<file path="config.mk">
export PLATFORM = sky130hd
export DESIGN_NAME = philo_ring_flat
export DESIGN_NICKNAME = d
export VERILOG_FILES = /design/src/rtl/philo_ring_if.sv /design/src/rtl/philo_ring.sv /design/src/flat_wrapper.sv
export SDC_FILE = /design/constraint.sdc
export NUM_CORES = 1
export LEC_CHECK = 0
export CAP_MARGIN = 15
export CORE_MARGIN = 2
export CORE_UTILIZATION = 49
export DETAILED_ROUTE_END_ITERATION = 10
export GPL_ROUTABILITY_DRIVEN = 0
export GPL_TIMING_DRIVEN = 0
export PLACE_DENSITY = 0.75
export SLEW_MARGIN = 10
export SYNTH_ARGS = -nofsm -noshare
export SYNTH_HDL_FRONTEND = slang
export SYNTH_SLANG_ARGS = --single-unit
</file>
<file path="constraint.sdc">
create_clock -name clock -period 1.55 [get_ports clock]
set_input_delay 0.155 -clock clock [delete_from_list [all_inputs] [get_ports clock]]
set_output_delay 0.155 -clock clock [all_outputs]
set_load 0.01 [all_outputs]
</file>
<file path="src/rtl/philo_ring_if.sv">
// philo_ring_if: control and status bundle of the philosopher ring.
// The master drives step/coin; the slave reports states and monitor flags.
interface philo_ring_if #(
    parameter int N = 16
);
    logic           step;
    logic [N-1:0]   coin;
    logic [2*N-1:0] st;
    logic [N-1:0]   starve;
    logic [N-1:0]   starve_seen;
    logic           mutex_err;

    modport master (
        output step, coin,
        input  st, starve, starve_seen, mutex_err
    );

    modport slave (
        input  step, coin,
        output st, starve, starve_seen, mutex_err
    );
endinterface

</file>
<file path="src/rtl/philo_ring.sv">
// philo_ring: ring of N dining-philosopher FSMs with hunger aging and monitors.
// Optional macro PHILO_AGING_EN lets starvation feed back into arbitration.
module philo_ring #(
    parameter int N            = 16,
    parameter int INIT_READER  = 0,
    parameter int STARVE_LIMIT = 15
) (
    input  logic         clock,
    input  logic         reset_n,
    philo_ring_if.slave  bus
);
    typedef enum logic [1:0] {
        THINKING = 2'd0,
        READING  = 2'd1,
        EATING   = 2'd2,
        HUNGRY   = 2'd3
    } ph_t;

    localparam int HW = $clog2(STARVE_LIMIT + 1);
    localparam logic [HW-1:0] LIM = HW'(STARVE_LIMIT);

    logic [N-1:0][1:0] stq;
    logic [N-1:0]      stv;
    logic [N-1:0]      ee;
    logic              mx;

    for (genvar i = 0; i < N; i++) begin : g_ph
        localparam int L = (i + 1) % N;
        localparam int R = (i + N - 1) % N;

        ph_t           s;
        ph_t           nx;
        logic [HW-1:0] hc;
        logic [HW-1:0] hn;
        logic          seen;
        logic          sn;
        logic          go;

        // Next state, hunger count and sticky flag from last-cycle ring states
        always_comb begin
            nx = s;
            hn = hc;
            sn = seen;
            go = 1'b0;
            if (bus.step) begin
                unique case (s)
                    READING: begin
                        if (stq[L] == THINKING) nx = THINKING;
                    end
                    THINKING: begin
                        if (!bus.coin[i]) nx = HUNGRY;
                        else if (stq[R] == READING) nx = READING;
                    end
                    EATING: begin
`ifdef PHILO_AGING_EN
                        if (bus.coin[i] || stv[L] || stv[R]) nx = THINKING;
`else
                        if (bus.coin[i]) nx = THINKING;
`endif
                    end
                    HUNGRY: begin
                        go = (stq[L] != EATING) &&
                             (stq[R] != HUNGRY) &&
                             (stq[R] != EATING);
`ifdef PHILO_AGING_EN
                        go = go && (stv[i] || !(stv[L] || stv[R]));
`endif
                        if (go) nx = EATING;
                    end
                endcase
                if (nx == HUNGRY && s == HUNGRY)
                    hn = (hc == LIM) ? LIM : hc + HW'(1);
                else
                    hn = '0;
                sn = seen | (hn == LIM);
            end
        end

        // Per-philosopher state register
        always_ff @(posedge clock or negedge reset_n) begin
            if (!reset_n) begin
                if (i == INIT_READER) s <= READING;
                else s <= THINKING;
                hc   <= '0;
                seen <= 1'b0;
            end else begin
                s    <= nx;
                hc   <= hn;
                seen <= sn;
            end
        end

        assign stq[i]             = s;
        assign stv[i]             = (hc == LIM);
        assign ee[i]              = (s == EATING) && (stq[L] == EATING);
        assign bus.st[2*i +: 2]   = s;
        assign bus.starve[i]      = stv[i];
        assign bus.starve_seen[i] = seen;
    end

    // Sticky adjacent-eaters monitor, sampled every clock
    always_ff @(posedge clock or negedge reset_n) begin
        if (!reset_n) mx <= 1'b0;
        else mx <= mx | (|ee);
    end

    assign bus.mutex_err = mx;
endmodule

</file>
<file path="src/flat_wrapper.sv">
// flat-port wrapper written by rule: the top's interface ports become plain ports
module philo_ring_flat 
#(
    parameter int N            = 16,
    parameter int INIT_READER  = 0,
    parameter int STARVE_LIMIT = 15
)
  (clock, reset_n, bus_step, bus_coin, bus_st, bus_starve, bus_starve_seen, bus_mutex_err);
  philo_ring_if #(.N(N)) bus_i ();
  input  logic clock;
  input  logic reset_n;
  input wire logic [$bits(bus_i.step)-1:0] bus_step;
  input wire logic [$bits(bus_i.coin)-1:0] bus_coin;
  output wire logic [$bits(bus_i.st)-1:0] bus_st;
  output wire logic [$bits(bus_i.starve)-1:0] bus_starve;
  output wire logic [$bits(bus_i.starve_seen)-1:0] bus_starve_seen;
  output wire logic [$bits(bus_i.mutex_err)-1:0] bus_mutex_err;
  assign bus_i.step = bus_step;
  assign bus_i.coin = bus_coin;
  assign bus_st = bus_i.st;
  assign bus_starve = bus_i.starve;
  assign bus_starve_seen = bus_i.starve_seen;
  assign bus_mutex_err = bus_i.mutex_err;
  philo_ring #(.N(N), .INIT_READER(INIT_READER), .STARVE_LIMIT(STARVE_LIMIT)) u_core (.clock(clock), .reset_n(reset_n), .bus(bus_i));
endmodule
</file>
* Yosys cells after proc, flatten, opt, wreduce, memory -nomap -nowiden
Index checks and enable logic that the tools add are counted.
** Operators by class
- Mux-type cells :: 160
- Equal/unequal tests :: 128
- Bitwise operators :: 17
- Reductions and logical operators :: 81
- $add $sub $neg :: 16
** Operators with widths (number)
- two-way mux 2 bit :: 96
- two-way mux 4 bit :: 48
- equality test 4 bit (second input constant) :: 32
- one-hot mux 2 bit (4 select lines) :: 16
- equality test 2 bit (second input constant) :: 48
- adder 4 x 1 -> 4 bit (second input constant) :: 16
- logical AND 1 bit :: 64
- inequality test 2 bit (second input constant) :: 32
- equality test 2 x 1 -> 1 bit (second input constant) :: 16
- zero test 2 bit :: 16
- OR 1 bit :: 17
- OR reduction 16 bit :: 1
** Storage, ports and cells
- Bits of input ports :: 19
- Flip-flop bits (word level) :: 113

* Longest topological paths before layout
Gate-level depths: netlist (run 1).
- Depth in word-level cells :: 12
- Gate-level depth with buffers :: 6
- Depth with buffers taken out :: 5

* Least setup slack after synthesis (run 1)
No wires, ideal clock.
- Path type :: flip-flop to flip-flop
- Start point :: register u_core.g_ph[3].hc[0]
- End point :: register u_core.g_ph[3].seen
- Path slack :: -0.078 ns
- Required time :: 1.430 ns
- Period minus slack after synthesis :: 1.628 ns
- Setup time :: 0.120 ns
- Stages on the path, launching flop included :: 5
- Arrival :: 1.508 ns
- Cells stage by stage :: dfrtp_1 ha_1 and3_1 or3_1 a41o_1
** Between the ends
- Cells in the longest elaborated chain, start to end :: 6
- Elaborated cells on any way between the ends :: 7
- Classes of those cells :: 1 x add/sub; 2 x eq/ne; 3 x mux; 1 x bitwise
** RTL lines
- start: declaration :: RTL line philo_ring.sv:33 : logic [HW-1:0] hc;
- start signal: assignment :: RTL line philo_ring.sv:88 : hc <= hn;
- equality test 4 bit
- net bus_starve[3] :: RTL line flat_wrapper.sv:15 : output wire logic [$bits(bus_i.starve)-1:0] bus_starve;
- two-way mux 4 bit :: RTL line philo_ring.sv:72 : hn = (hc == LIM) ? LIM : hc + HW'(1);
- two-way mux 4 bit :: RTL line philo_ring.sv:71 : if (nx == HUNGRY && s == HUNGRY)
- two-way mux 4 bit :: RTL line philo_ring.sv:45 : if (bus.step) begin
- equality test 4 bit :: RTL line philo_ring.sv:75 : sn = seen | (hn == LIM);
- OR 1 bit :: RTL line philo_ring.sv:75
- end signal: assignment :: RTL line philo_ring.sv:89 : seen <= sn;
- end: declaration :: RTL line philo_ring.sv:35 : logic seen;
The timed path passes the listed nets, and every way through them passes these cells. The select of a mux whose other input is x is not followed.
A chain may end at the register's enable or synchronous reset.

* Worst setup path after layout (run 1)
- Start point :: register u_core.g_ph[12].s[1]
- End point :: register u_core.mx, in the netlist u_core.bus.mutex_err
** Between the ends
- Cells in the longest elaborated chain, start to end :: 4
- Elaborated cells on any way between the ends :: 5
- Classes of those cells :: 1 x eq/ne; 1 x bitwise; 3 x reduce/logical
** RTL lines
- start: declaration :: RTL line philo_ring.sv:31 : ph_t s;
- start signal: assignment :: RTL line philo_ring.sv:87 : s <= nx;
- equality test 2 bit * :: RTL line philo_ring.sv:95 : assign ee[i] = (s == EATING) && (stq[L] == EATING);
- logical AND 1 bit :: RTL line philo_ring.sv:95
- OR reduction 16 bit * :: RTL line philo_ring.sv:104 : else mx <= mx | (|ee);
- OR 1 bit * :: RTL line philo_ring.sv:104
- end signal: assignment :: RTL line philo_ring.sv:104
- end: declaration :: RTL line philo_ring.sv:25 : logic mx;
Mark *: on every way between the ends. The rest lies on a longest branch, timed or not.

==> results of run 1 <==
worst max path at each step:
stage,endpoint,cells after the start,from,slack (ns)
finish,u_core.bus.mutex_err,5,u_core.g_ph[12].s[1],-0.005
global route,u_core.g_ph[10].seen,5,u_core.g_ph[11].s[1],-0.04
CTS,bus_starve[9],4,u_core.g_ph[9].hc[0],-0.02
detailed placement,bus_starve[9],4,u_core.g_ph[9].hc[0],-0.11
global placement,u_core.g_ph[3].hc[0],1,reset_n,-4.57
floorplan,u_core.bus.mutex_err,5,u_core.g_ph[2].s[1],0.03
per-stage QoR:
stage | setup WS [ns] | std cells | cell area [sq um] | setup TNS, ns | power, mW
3_3_place_gp | -4.57 | 938 | 7430 | -467.91 | 9.49
4_1_cts | -0.0185 | 1033 | 8660 | -0.0185 | 14.7
2_1_floorplan | 0.0281 | 684 | 6400 | 0 | 7.73
6_report | -0.00537 | 1042 | 8830 | -0.00537 | 15.0
5_1_grt | -0.0421 | 1042 | 8830 | -0.119 | 15.8
3_5_place_dp | -0.107 | 939 | 7460 | -1.11 | 9.69
cell families after synthesis:
group                      after synthesis
AOI/OAI and AO/OA                      302
xor gates and xnor gates                 5
adders and majority gates               17
buffers and inverters                   89
DFF                                    113
muxes                                   12
and+or+nand+nor                        146
cells in the mapped netlist, types with 2 or more instances:
cell type                   instances  area share [%]
sky130_fd_sc_hd__a211oi_1           7            0.83
sky130_fd_sc_hd__a21o_1            12             1.4
sky130_fd_sc_hd__a21oi_1           77             6.1
sky130_fd_sc_hd__a31o_2             8             1.1
sky130_fd_sc_hd__a31oi_1           33             3.2
sky130_fd_sc_hd__a41o_1             7             1.1
sky130_fd_sc_hd__a41oi_1            8             1.1
sky130_fd_sc_hd__and2_1             9            0.89
sky130_fd_sc_hd__and2b_4            2            0.31
sky130_fd_sc_hd__and3_1            11             1.1
sky130_fd_sc_hd__buf_1              7            0.41
sky130_fd_sc_hd__buf_2              9            0.71
sky130_fd_sc_hd__buf_4             18             2.1
sky130_fd_sc_hd__buf_6              2            0.35
sky130_fd_sc_hd__clkbuf_1           6            0.35
sky130_fd_sc_hd__dfrtp_1          112              44
sky130_fd_sc_hd__ha_1              16             3.1
sky130_fd_sc_hd__inv_1             46             2.7
sky130_fd_sc_hd__mux2_2            12             2.1
sky130_fd_sc_hd__nand2_1           32             1.9
sky130_fd_sc_hd__nand2b_1          16             1.6
sky130_fd_sc_hd__nand3_1           22             1.7
sky130_fd_sc_hd__nand3b_1           2            0.24
sky130_fd_sc_hd__nor2_1            17             1.0
sky130_fd_sc_hd__nor2b_1           11             1.1
sky130_fd_sc_hd__nor2b_4            5             1.1
sky130_fd_sc_hd__nor3_1             5            0.39
sky130_fd_sc_hd__nor3b_1            3            0.35
sky130_fd_sc_hd__nor4bb_1           4            0.63
sky130_fd_sc_hd__o2111a_1           7             1.2
sky130_fd_sc_hd__o211a_1            8             1.3
sky130_fd_sc_hd__o211ai_1          24             2.8
sky130_fd_sc_hd__o21a_1             2            0.24
sky130_fd_sc_hd__o21ai_0           94             7.4
sky130_fd_sc_hd__o21ai_1            3            0.24
sky130_fd_sc_hd__o2bb2ai_1          2            0.28
sky130_fd_sc_hd__o31ai_1            3            0.35
sky130_fd_sc_hd__or3_1              2            0.20
sky130_fd_sc_hd__xnor2_1            4            0.55
area by class of cell:
class	count	area, sq um
Buffer	43	280
Clock buffer	25	515
Clock inverter	5	75.1
Fill cell	965	3840
Inverter	46	175
Multi-Input combinational cell	482	3370
Sequential cell	113	2860
Tap cell	172	215
Timing Repair Buffer	156	1330
power breakdown:
| group | total (mW) | switching, mW | internal, mW |
|---|---|---|---|
| Sequential | 4.54 | 0.819 | 3.72 |
| Clock | 3.92 | 1.33 | 2.59 |
| Combinational | 6.56 | 3.37 | 3.19 |
flip-flops by register name, summed over array words and instances, names as in the netlist:
name,count
u_core.g_ph.hc,64
u_core.bus.mutex_err,1
u_core.g_ph.s,32
u_core.g_ph.seen,16
critical path, cell delays in order (launching register included):
cell and delay, ns:
sky130_fd_sc_hd__dfrtp_1 0.39, sky130_fd_sc_hd__buf_6 0.14, sky130_fd_sc_hd__nor2b_4 0.15, sky130_fd_sc_hd__o21ai_2 0.14, sky130_fd_sc_hd__nand3_1 0.09, sky130_fd_sc_hd__or4_1 0.50
timing repair:
action                     CTS  global route
pin swaps                   19             7
setup endpoints to repair   55            38
hold buffers                 1             0
cloned                       0             0
setup buffers               63             9
gates resized for setup    148            39
hold endpoints to repair    45             0
routing by layer:
metal | global-route usage [%] | up-vias | share of wire (%)
li1 | - | 2891 | -
met4 | 15.7 | 0 | 4.5
met5 | 0 | - | 0
met2 | 43.4 | 298 | 47
met1 | 35.0 | 3131 | 42
met3 | 5.72 | 73 | 6.6
==> qor_table.md, run 1 <==
| Metric | Value |
|---|---|
| Number of enable-type register cells in the synthesized netlist | 0 |
| Synthesized netlist cell count | 684 |
| Critical Path Source Type | flop |
| Worst hold path cell count | 3 |
| Die ar. | 13,900 sq um |
| Maximum Capacitance Violations | 0 |
| Vertical die dimension | 118 um |
| Worst r2r dst | u_core.bus.mutex_err |
| Synth warn | 0 |
| Root buffer cell | sky130_fd_sc_hd__clkbuf_16 |
| Reg-to-reg slack, setup | -0.005 ns |
| Path type of the worst min-delay path | in -> reg |
| Launch point of the worst hold path | bus_step |
| Detailed placer's ending HPWL | 12,000 um |
| Violations in the final reports | setup timing |
| Global-route wire length before repair | 30,500 um |
| Most frequent cells in the layout | 92 x sky130_fd_sc_hd__buf_4, 91 x sky130_fd_sc_hd__o21ai_0, 87 x sky130_fd_sc_hd__dfrtp_1 |
| Detailed-route via count | 6,393 |
| Post-synthesis share of cell area spent on and, or, nand and nor gates | 13.0% |
| Final setup violation count | 1 |
| Largest net degree at the start of global routing | 68 |
| RSZ-0062 raised after global routing | true |
| Remaining Overflow, GRT | 0 |
| Synth Area in Compound Gates | 29.6% |
| Via count of the first global-routing pass | 6,164 |
| Overall global routing resource usage | 27.4% |
| Worst hold margin | 0.174 ns |
| 1st-pass router iterations | 5 |
| Proportion of layout cells with a drive suffix above 1 | 29.1% |
| Top-Level Pins | 84 |
| Area share of fa/ha/maj cells after synthesis | 3.30% |
| Leakage power total | 4.20 nW |
| Detailed-route DRC error count | 0 |
| Starting utilization of the core area | 50.2% |
| Net total in the final layout | 894 |
| Clock tree from TritonCTS | yes |
| Critical path capture point type | flop |
| Deepest clock path buffer count | 2 |
| Average wire length per cell after detail routing | 18.7 um |
| Main synth FF type | sky130_fd_sc_hd__dfrtp_1 |
| Die Width | 118 um |
| Setup CP Type | reg -> reg |
| Register bit total from synthesis | 113 |
| Hold Violations, Final | 0 |
| Mean post-synth cell area | 9.30 sq um |
| Buffers added on ports | 82 |
| Clock skew | 0.00725 ns |
| Clock insertion delay at the later pin of the skew report | 0.42 ns |
| Hold-critical path endpoint | u_core.g_ph[6].s[1] |
| XOR/XNOR Fraction of Synth Area | 0.688% |
| Number of antenna violations at the first check in global routing | 0 |
| Number of max-slew violations in the final report | 0 |
| Number of buffers inserted during clock tree synthesis | 17 |
| Area Growth Syn to Fin | 38.8% |
| Depth of the CTS H-tree | 4 |
| Worst endpoint required time | 1.84 ns |
| Fmax | 643 MHz |
| Final cycle utilization of the critical path | 100% |
| Via/cell ratio | 6.14 |
| Endpoint arrival time on the critical path | 1.84 ns |
| Post-CTS clock slew at the launch and capture registers of the worst setup and hold paths | 0.05 ns |
| IR drop worst, VDD | 852 uV |
| Final cell utilization of the core | 69.7% |
| Total nets after synthesis | 719 |
| Critical register-to-register path startpoint | u_core.g_ph[12].s[1] |
| Worst slew margin relative to its limit | 48.4% |
| ANT cells | 0 |
| PD cells | 1700 nW/um^2 |
| Proportion of synthesized chip area in sequential cells | 44.5% |
| Iter 0 DRT Violations | 513 |
| Area of the mapped netlist | 6360 sq um |
| Cell count of the worst reg-to-reg path | 5 |
| Proportion of synthesized flip-flops having asynchronous set or reset | 100% |
| Worst slew pin tran | 0.773 ns |
| Routed WL | 19,500 um |
| Time the final worst path needs with I/O delays and setup | 1.56 ns |
| Worst path setup slack after routing | -0.00537 ns |
| Maximum fanout encountered on the critical timing path | 9 |
| TritonCTS Sinks | 113 |
| Post-route antenna net violation count | 0 |
| Combinational family with the most area after synthesis | compound AO/OA/AOI/OAI gates |
| Cell row count | 41 |
| Multiplexer area fraction after synthesis | 2.12% |
| Placeable core region | 12,700 sq um |
| Number of different library cells in the post-synthesis netlist | 55 |
| Status | finished, violations left |
| Most common cell after layout, fill and taps aside | sky130_fd_sc_hd__buf_4 |
(Power assumes the default switching activity.)
==> run 2: changes to the inputs <==
Settings changed: CORE_MARGIN 2 to 4, PLACE_DENSITY 0.75 to 0.72.
Clock period 1.55 ns to 1.6 ns, I/O delays scaled along.
==> qor_table.md, run 2 (same netlist as run 1, synthesis figures left out) <==
| Metric | Value | Delta |
|---|---|---|
| Status | complete, no violations | was finished, violations left |
| Leakage power total | 4.14 nW | was 4.20 nW |
| Max reg flops | 64 | unchanged |
| Setup CP Type | reg -> out | was reg -> reg |
| Overall global routing resource usage | 26.6% | was 27.4% |
| Worst hold path cell count | 3 | unchanged |
| Hold-critical path endpoint | u_core.g_ph[6].s[1] | unchanged |
| Die Width | 122 um | was 118 um |
| Time the final worst path needs with I/O delays and setup | 1.57 ns |  |
| Root buffer cell | sky130_fd_sc_hd__clkbuf_16 | unchanged |
| Deepest clock path buffer count | 2 | unchanged |
| Number of antenna violations at the first check in global routing | 0 | unchanged |
| Reg-to-reg slack, setup | 0.04 ns | was -0.005 ns |
| Register area | 2860 sq um | about the same |
| Fill count | 932 | was 965 |
| Placeable core region | 12,700 sq um | unchanged |
| PD cells | 1640 nW/um^2 | was 1700 nW/um^2 |
| Most common cell after layout, fill and taps aside | sky130_fd_sc_hd__buf_4 | unchanged |
| Fmax | 637 MHz |  |
| Die ar. | 14,900 sq um | was 13,900 sq um |
| TritonCTS Sinks | 113 | unchanged |
| Final cell utilization of the core | 70.2% | was 69.7% |
| Maximum fanout encountered on the critical timing path | 3 | was 9 |
| Detailed-route DRC error count | 0 | unchanged |
| Hold Violations, Final | 0 | unchanged |
| Starting utilization of the core area | 50.2% | unchanged |
| Worst path setup slack after routing | 0.0307 ns | was -0.00537 ns |
| Path type of the worst min-delay path | in -> reg | unchanged |
| Number of max-slew violations in the final report | 0 | unchanged |
| Critical-path top delay cell | sky130_fd_sc_hd__dfrtp_1 | was sky130_fd_sc_hd__or4_1 |
| IR drop worst, VDD | 1040 uV | was 852 uV |
| Via/cell ratio | 5.95 | was 6.14 |
| Critical-path cell list | ha_4 > and3_4 > clkdlybuf4s15_2 | was buf_6 > nor2b_4 > o21ai_2 > nand3_1 > or4_1 |
| Worst r2r dst | u_core.g_ph[1].hc[3] | was u_core.bus.mutex_err |
| Clock insertion delay at the later pin of the skew report | 0.42 ns | about the same |
| Depth of the CTS H-tree | 4 | unchanged |
| Cell count of the worst reg-to-reg path | 5 | unchanged |
| Routed WL | 19,500 um | about the same |
| 1st-pass router iterations | 5 | unchanged |
| Remaining Overflow, GRT | 0 | unchanged |
| ANT cells | 0 | unchanged |
| Worst slew margin relative to its limit | 48.7% | was 48.4% |
| Top-Level Pins | 84 | unchanged |
| Worst Setup Slack post-DPL | -0.0762 ns | was -0.107 ns |
| RSZ-0062 raised after global routing | true | unchanged |
| Design area | 8900 sq um | was 8830 sq um |
| Post-place instance area | 7430 sq um | was 7460 sq um |
| Area occupied by multi-input gates | 3400 sq um | was 3370 sq um |
| Cell row count | 41 | unchanged |
| Critical Path Source Type | flop | unchanged |
| Iter 0 DRT Violations | 716 | was 513 |
| Endpoint arrival time on the critical path | 1.41 ns | was 1.84 ns |
| Clock skew | 0.0106 ns | was 0.00725 ns |
| Stage delay of the slowest cell on the critical path | 0.41 ns | was 0.50 ns |
| Vertical die dimension | 122 um | was 118 um |
| Final setup violation count | 0 | was 1 |
| Largest register by flop count | u_core.g_ph.hc | unchanged |
| Critical path capture point type | output pin | was flop |
| Worst endpoint required time | 1.44 ns | was 1.84 ns |
| Via count of the first global-routing pass | 6,170 | was 6,164 |
| Final cycle utilization of the critical path | 98.1% |  |
| Clock tree from TritonCTS | yes | unchanged |
| Buffers added on ports | 82 | unchanged |
| Worst slew pin tran | 0.769 ns | was 0.773 ns |
| Detailed placer's ending HPWL | 12,400 um | was 12,000 um |
| Average wire length per cell after detail routing | 18.6 um | was 18.7 um |
| Post-CTS clock slew at the launch and capture registers of the worst setup and hold paths | 0.05 ns | about the same |
| Registers with the most flip-flops | u_core.g_ph.hc (64), u_core.g_ph.s (32), u_core.g_ph.seen (16) | unchanged |
| Area Growth Syn to Fin | 39.9% | was 38.8% |
| Critical register-to-register path startpoint | u_core.g_ph[2].s[1] | was u_core.g_ph[12].s[1] |
| Net total in the final layout | 900 | was 894 |
| Number of buffers inserted during clock tree synthesis | 17 | unchanged |
| Maximum Capacitance Violations | 0 | unchanged |
| Post-route antenna net violation count | 0 | unchanged |
| Global-route wire length before repair | 31,000 um | was 30,500 um |
| Proportion of layout cells with a drive suffix above 1 | 28.8% | was 29.1% |
| Most frequent cells in the layout | 98 x sky130_fd_sc_hd__buf_4, 93 x sky130_fd_sc_hd__o21ai_0, 86 x sky130_fd_sc_hd__dfrtp_1 | was 92 x sky130_fd_sc_hd__buf_4, 91 x sky130_fd_sc_hd__o21ai_0, 87 x sky130_fd_sc_hd__dfrtp_1 |
| Detailed-route via count | 6,239 | was 6,393 |
| Launch point of the worst hold path | bus_step | unchanged |
| Largest net degree at the start of global routing | 62 | was 68 |
## run 2: cell count changes in the layout (fill, tap and decap cells not counted), moves of 4 or more
cell,delta
sky130_fd_sc_hd__buf_2,-5
sky130_fd_sc_hd__buf_4,+6
sky130_fd_sc_hd__clkdlybuf4s15_2,+4
sky130_fd_sc_hd__clkdlybuf4s50_1,+15
sky130_fd_sc_hd__dlygate4sd2_1,-13
sky130_fd_sc_hd__ha_2,-5
sky130_fd_sc_hd__ha_4,+5
## run 2: how the worst max path moves through the flow
| stage | from | to | slack [ns] | depth (start not counted) |
|---|---|---|---|---|
| 6_report | u_core.g_ph[6].hc[1] | bus_starve[6] | 0.03 | 3 |
| 5_1_grt | u_core.g_ph[11].hc[1] | bus_starve[11] | -0.02 | 4 |
| 4_1_cts | u_core.g_ph[4].s[0] | bus_st[8] | 0.002 | 1 |
| 3_5_place_dp | bus_step | u_core.g_ph[2].hc[3] | -0.08 | 4 |
| 3_3_place_gp | reset_n | u_core.g_ph[13].hc[0] | -4.11 | 1 |
| 2_1_floorplan | u_core.g_ph[3].hc[0] | u_core.g_ph[3].seen | 0.01 | 4 |
## run 2: routing by layer
metal | part of all wire [%] | global-route usage (%) | wire length, um | up-vias
li1 | - | - | - | 2911
met2 | 48 | 43.1 | 9440 | 271
met1 | 43 | 34.6 | 8360 | 3012
met3 | 6.1 | 6.45 | 1190 | 45
met4 | 2.6 | 10.4 | 515 | 0
met5 | 0 | 0 | 0 | -
## run 2: per-stage QoR
step	hold WS [ns]	instances	TNS, ns	total power, mW
floorplan	-0.136	684	0	7.45
global placement	0.455	938	-463.03	9.20
finish	0.179	1049	0	14.6
CTS	0.169	1015	0	13.9
global route	0.223	1049	-0.0494	15.4
detailed placement	0.152	939	-0.557	9.41
## run 2: timing repair
action / 4_1_cts / 5_1_grt
hold buffers: 1 / 0
hold endpoints to repair: 52 / 0
resized for setup: 125 / 48
pin swaps: 6 / 14
buffers inserted: 44 / 34
endpoints found under the setup margin: 43 / 48
## run 2: power breakdown
| group | total, mW | switching, mW | internal [mW] | leakage (nW) |
|---|---|---|---|---|
| registers | 4.57 | 0.958 | 3.61 | 1.45 |
| logic | 6.41 | 3.19 | 3.22 | 2.41 |
| clock network | 3.57 | 1.30 | 2.27 | 0.277 |
| total | 14.6 | 5.45 | 9.11 | 4.14 |
## run 2: worst max-delay path: cells and delay by family, from the launching register on
kind          cells  cell delay [ns]
fa+ha+maj         1             0.18
buf+inv           1             0.22
flops             1             0.41
simple gates      1             0.18
## run 2: area by class of cell
cell class / instances / share of cell area [%]
Buffer: 43 / 3.23
Inverter: 46 / 1.94
Clock inverter: 6 / 0.619
Multi-Input combinational cell: 482 / 38.2
Sequential cell: 113 / 32.2
Tap cell: 172 / 2.42
Timing Repair Buffer: 162 / 15.9
Clock buffer: 25 / 5.57
==> run 3: changes to the inputs <==
Settings changed: PLACE_DENSITY 0.72 to 0.8.
==> qor_table.md, run 3 (same netlist as run 1, synthesis figures left out) <==
| Metric | Value | Delta |
|---|---|---|
| Status | complete, no violations | unchanged |
| Clock skew | 0.00583 ns | was 0.0106 ns |
| Detailed-route DRC error count | 0 | unchanged |
| Area occupied by multi-input gates | 3400 sq um | about the same |
| Cell count of the worst reg-to-reg path | 5 | unchanged |
| Worst endpoint required time | 1.44 ns | about the same |
| Die ar. | 14,900 sq um | unchanged |
| Top-Level Pins | 84 | unchanged |
| Path type of the worst min-delay path | in -> reg | unchanged |
| Launch point of the worst hold path | bus_step | unchanged |
| Buffers added on ports | 82 | unchanged |
| IR drop worst, VDD | 970 uV | was 1040 uV |
| Worst path setup slack after routing | 0.00391 ns | was 0.0307 ns |
| Number of antenna violations at the first check in global routing | 0 | unchanged |
| Number of buffers inserted during clock tree synthesis | 17 | unchanged |
| TritonCTS Sinks | 113 | unchanged |
| RSZ-0062 raised after global routing | true | unchanged |
| Endpoint arrival time on the critical path | 1.44 ns | was 1.41 ns |
| Global-route wire length before repair | 31,300 um | was 31,000 um |
| Placeable core region | 12,700 sq um | unchanged |
| ANT cells | 0 | unchanged |
| Number of max-slew violations in the final report | 0 | unchanged |
| Iter 0 DRT Violations | 681 | was 716 |
| Detailed placer's ending HPWL | 12,600 um | was 12,400 um |
| Net total in the final layout | 903 | was 900 |
| Largest register by flop count | u_core.g_ph.hc | unchanged |
| Starting utilization of the core area | 50.2% | unchanged |
| Most frequent cells in the layout | 99 x sky130_fd_sc_hd__buf_4, 91 x sky130_fd_sc_hd__o21ai_0, 86 x sky130_fd_sc_hd__dfrtp_1 | was 98 x sky130_fd_sc_hd__buf_4, 93 x sky130_fd_sc_hd__o21ai_0, 86 x sky130_fd_sc_hd__dfrtp_1 |
| Via count of the first global-routing pass | 6,159 | was 6,170 |
| Hold Violations, Final | 0 | unchanged |
| Clock insertion delay at the later pin of the skew report | 0.41 ns | was 0.42 ns |
| Critical register-to-register path startpoint | u_core.g_ph[9].s[1] | was u_core.g_ph[2].s[1] |
| Fill count | 922 | was 932 |
| Average wire length per cell after detail routing | 20.0 um | was 18.6 um |
| Reg-to-reg slack, setup | 0.01 ns | was 0.04 ns |
| Final cycle utilization of the critical path | 99.8% | was 98.1% |
| Largest net degree at the start of global routing | 76 | was 62 |
| Setup CP Type | reg -> out | unchanged |
| Critical path capture point type | output pin | unchanged |
| Final setup violation count | 0 | unchanged |
| Worst Setup Slack post-DPL | -0.112 ns | was -0.0762 ns |
| Via/cell ratio | 6.23 | was 5.95 |
| Remaining Overflow, GRT | 0 | unchanged |
| PD cells | 1670 nW/um^2 | was 1640 nW/um^2 |
| Root buffer cell | sky130_fd_sc_hd__clkbuf_16 | unchanged |
| Setup TNS | 0 ns | unchanged |
| Hold-critical path endpoint | u_core.g_ph[6].s[1] | unchanged |
| Depth of the CTS H-tree | 4 | unchanged |
| Worst hold margin | 0.190 ns | was 0.179 ns |
| Switching power | 5.59 mW | was 5.45 mW |
| Most common cell after layout, fill and taps aside | sky130_fd_sc_hd__buf_4 | unchanged |
| 1st-pass router iterations | 5 | unchanged |
| Final cell utilization of the core | 70.5% | was 70.2% |
| Deepest clock path buffer count | 2 | unchanged |
| Worst hold path cell count | 3 | unchanged |
| Detailed-route via count | 6,562 | was 6,239 |
| Vertical die dimension | 122 um | unchanged |
| Cell row count | 41 | unchanged |
| Overall global routing resource usage | 26.9% | was 26.6% |
| Worst r2r dst | u_core.g_ph[8].hc[3] | was u_core.g_ph[1].hc[3] |
| Routed WL | 21,000 um | was 19,500 um |
| Register area | 2860 sq um | unchanged |
| Area Growth Syn to Fin | 40.4% | was 39.9% |
| Worst slew margin relative to its limit | 44.4% | was 48.7% |
| Die Width | 122 um | unchanged |
| Proportion of layout cells with a drive suffix above 1 | 29.5% | was 28.8% |
| Maximum Capacitance Violations | 0 | unchanged |
| Critical Path Source Type | flop | unchanged |
| Maximum fanout encountered on the critical timing path | 4 | was 3 |
| Switching power share of the total | 37.6% | was 37.4% |
| Internal power consumption | 9.28 mW | was 9.11 mW |
| Worst slew pin tran | 0.833 ns | was 0.769 ns |
| Registers with the most flip-flops | u_core.g_ph.hc (64), u_core.g_ph.s (32), u_core.g_ph.seen (16) | unchanged |
| Leakage power total | 4.08 nW | was 4.14 nW |
| Sequential share of power | 30.7% | was 31.4% |
| Fmax | 627 MHz | was 637 MHz |
| Clock tree from TritonCTS | yes | unchanged |
| Post-route antenna net violation count | 0 | unchanged |
| Max reg flops | 64 | unchanged |
| Combinational share of power | 44.6% | was 44.1% |
| Post-CTS clock slew at the launch and capture registers of the worst setup and hold paths | 0.05 ns | about the same |
| Time the final worst path needs with I/O delays and setup | 1.60 ns | was 1.57 ns |
| Clock network fraction of design power | 24.7% | was 24.5% |
-- run 3: cell types whose count changed in the layout (fill, tap and decap cells not counted), sizes merged --
cell,delta
clkdlybuf4s50,+8
dlygate4sd2,-2
clkbuf,+3
dlymetal6s2s,-5
buf,+1
clkinv,-1
-- run 3: worst max path at each step --
stage / from / endpoint / cells after the start
2_1_floorplan: u_core.g_ph[3].hc[0] / u_core.g_ph[3].seen / 4
3_3_place_gp: reset_n / u_core.g_ph[15].hc[2] / 1
3_5_place_dp: u_core.g_ph[8].hc[0] / u_core.g_ph[8].seen / 4
4_1_cts: u_core.g_ph[9].hc[0] / bus_starve[9] / 4
5_1_grt: u_core.g_ph[11].hc[1] / bus_starve[11] / 4
6_report: u_core.g_ph[11].hc[1] / bus_starve[11] / 4
-- run 3: per-layer routing --
layer / track usage (%) / up-vias / routed length (um)
met1: 33.4 / 3228 / 8160
met5: 0 / - / 0
met3: 5.85 / 70 / 1610
li1: - / 2906 / -
met4: 12.6 / 0 / 756
met2: 44.8 / 358 / 10500
-- run 3: stage by stage --
step	total power [mW]	cells	instance area [sq um]
global placement	9.15	938	7400
floorplan	7.45	684	6370
finish	14.9	1053	8930
detailed placement	9.41	939	7430
global route	15.6	1053	8930
CTS	13.9	1018	8580
-- run 3: power by group through the flow --
stage,Sequential (mW),Clock [mW],Combinational (mW)
2_1_floorplan,4.56,0,2.89
3_3_place_gp,4.60,0,4.55
3_5_place_dp,4.66,0,4.75
4_1_cts,4.54,3.66,5.75
5_1_grt,4.64,3.84,7.14
6_report,4.57,3.67,6.63
-- run 3: cell type report --
class | count | area share [%]
Buffer | 43 | 3.18
Clock buffer | 27 | 5.86
Clock inverter | 5 | 0.560
Inverter | 46 | 1.93
Multi-Input combinational cell | 482 | 38.0
Sequential cell | 113 | 32.0
Tap cell | 172 | 2.41
Timing Repair Buffer | 165 | 16.0
-- run 3: critical path, cell delays in order, from the launching register on --
cell and delay (ns):
sky130_fd_sc_hd__dfrtp_1 0.40, sky130_fd_sc_hd__ha_4 0.20, sky130_fd_sc_hd__nand3_4 0.11, sky130_fd_sc_hd__inv_2 0.09, sky130_fd_sc_hd__clkdlybuf4s15_2 0.22
-- run 3: what timing repair did --
action / in CTS / in global routing
buffers inserted: 46 / 35
pin swaps: 4 / 19
endpoints found under the hold margin: 38 / 0
endpoints found under the setup margin: 43 / 44
resized for setup: 120 / 50
hold buffers: 1 / 0
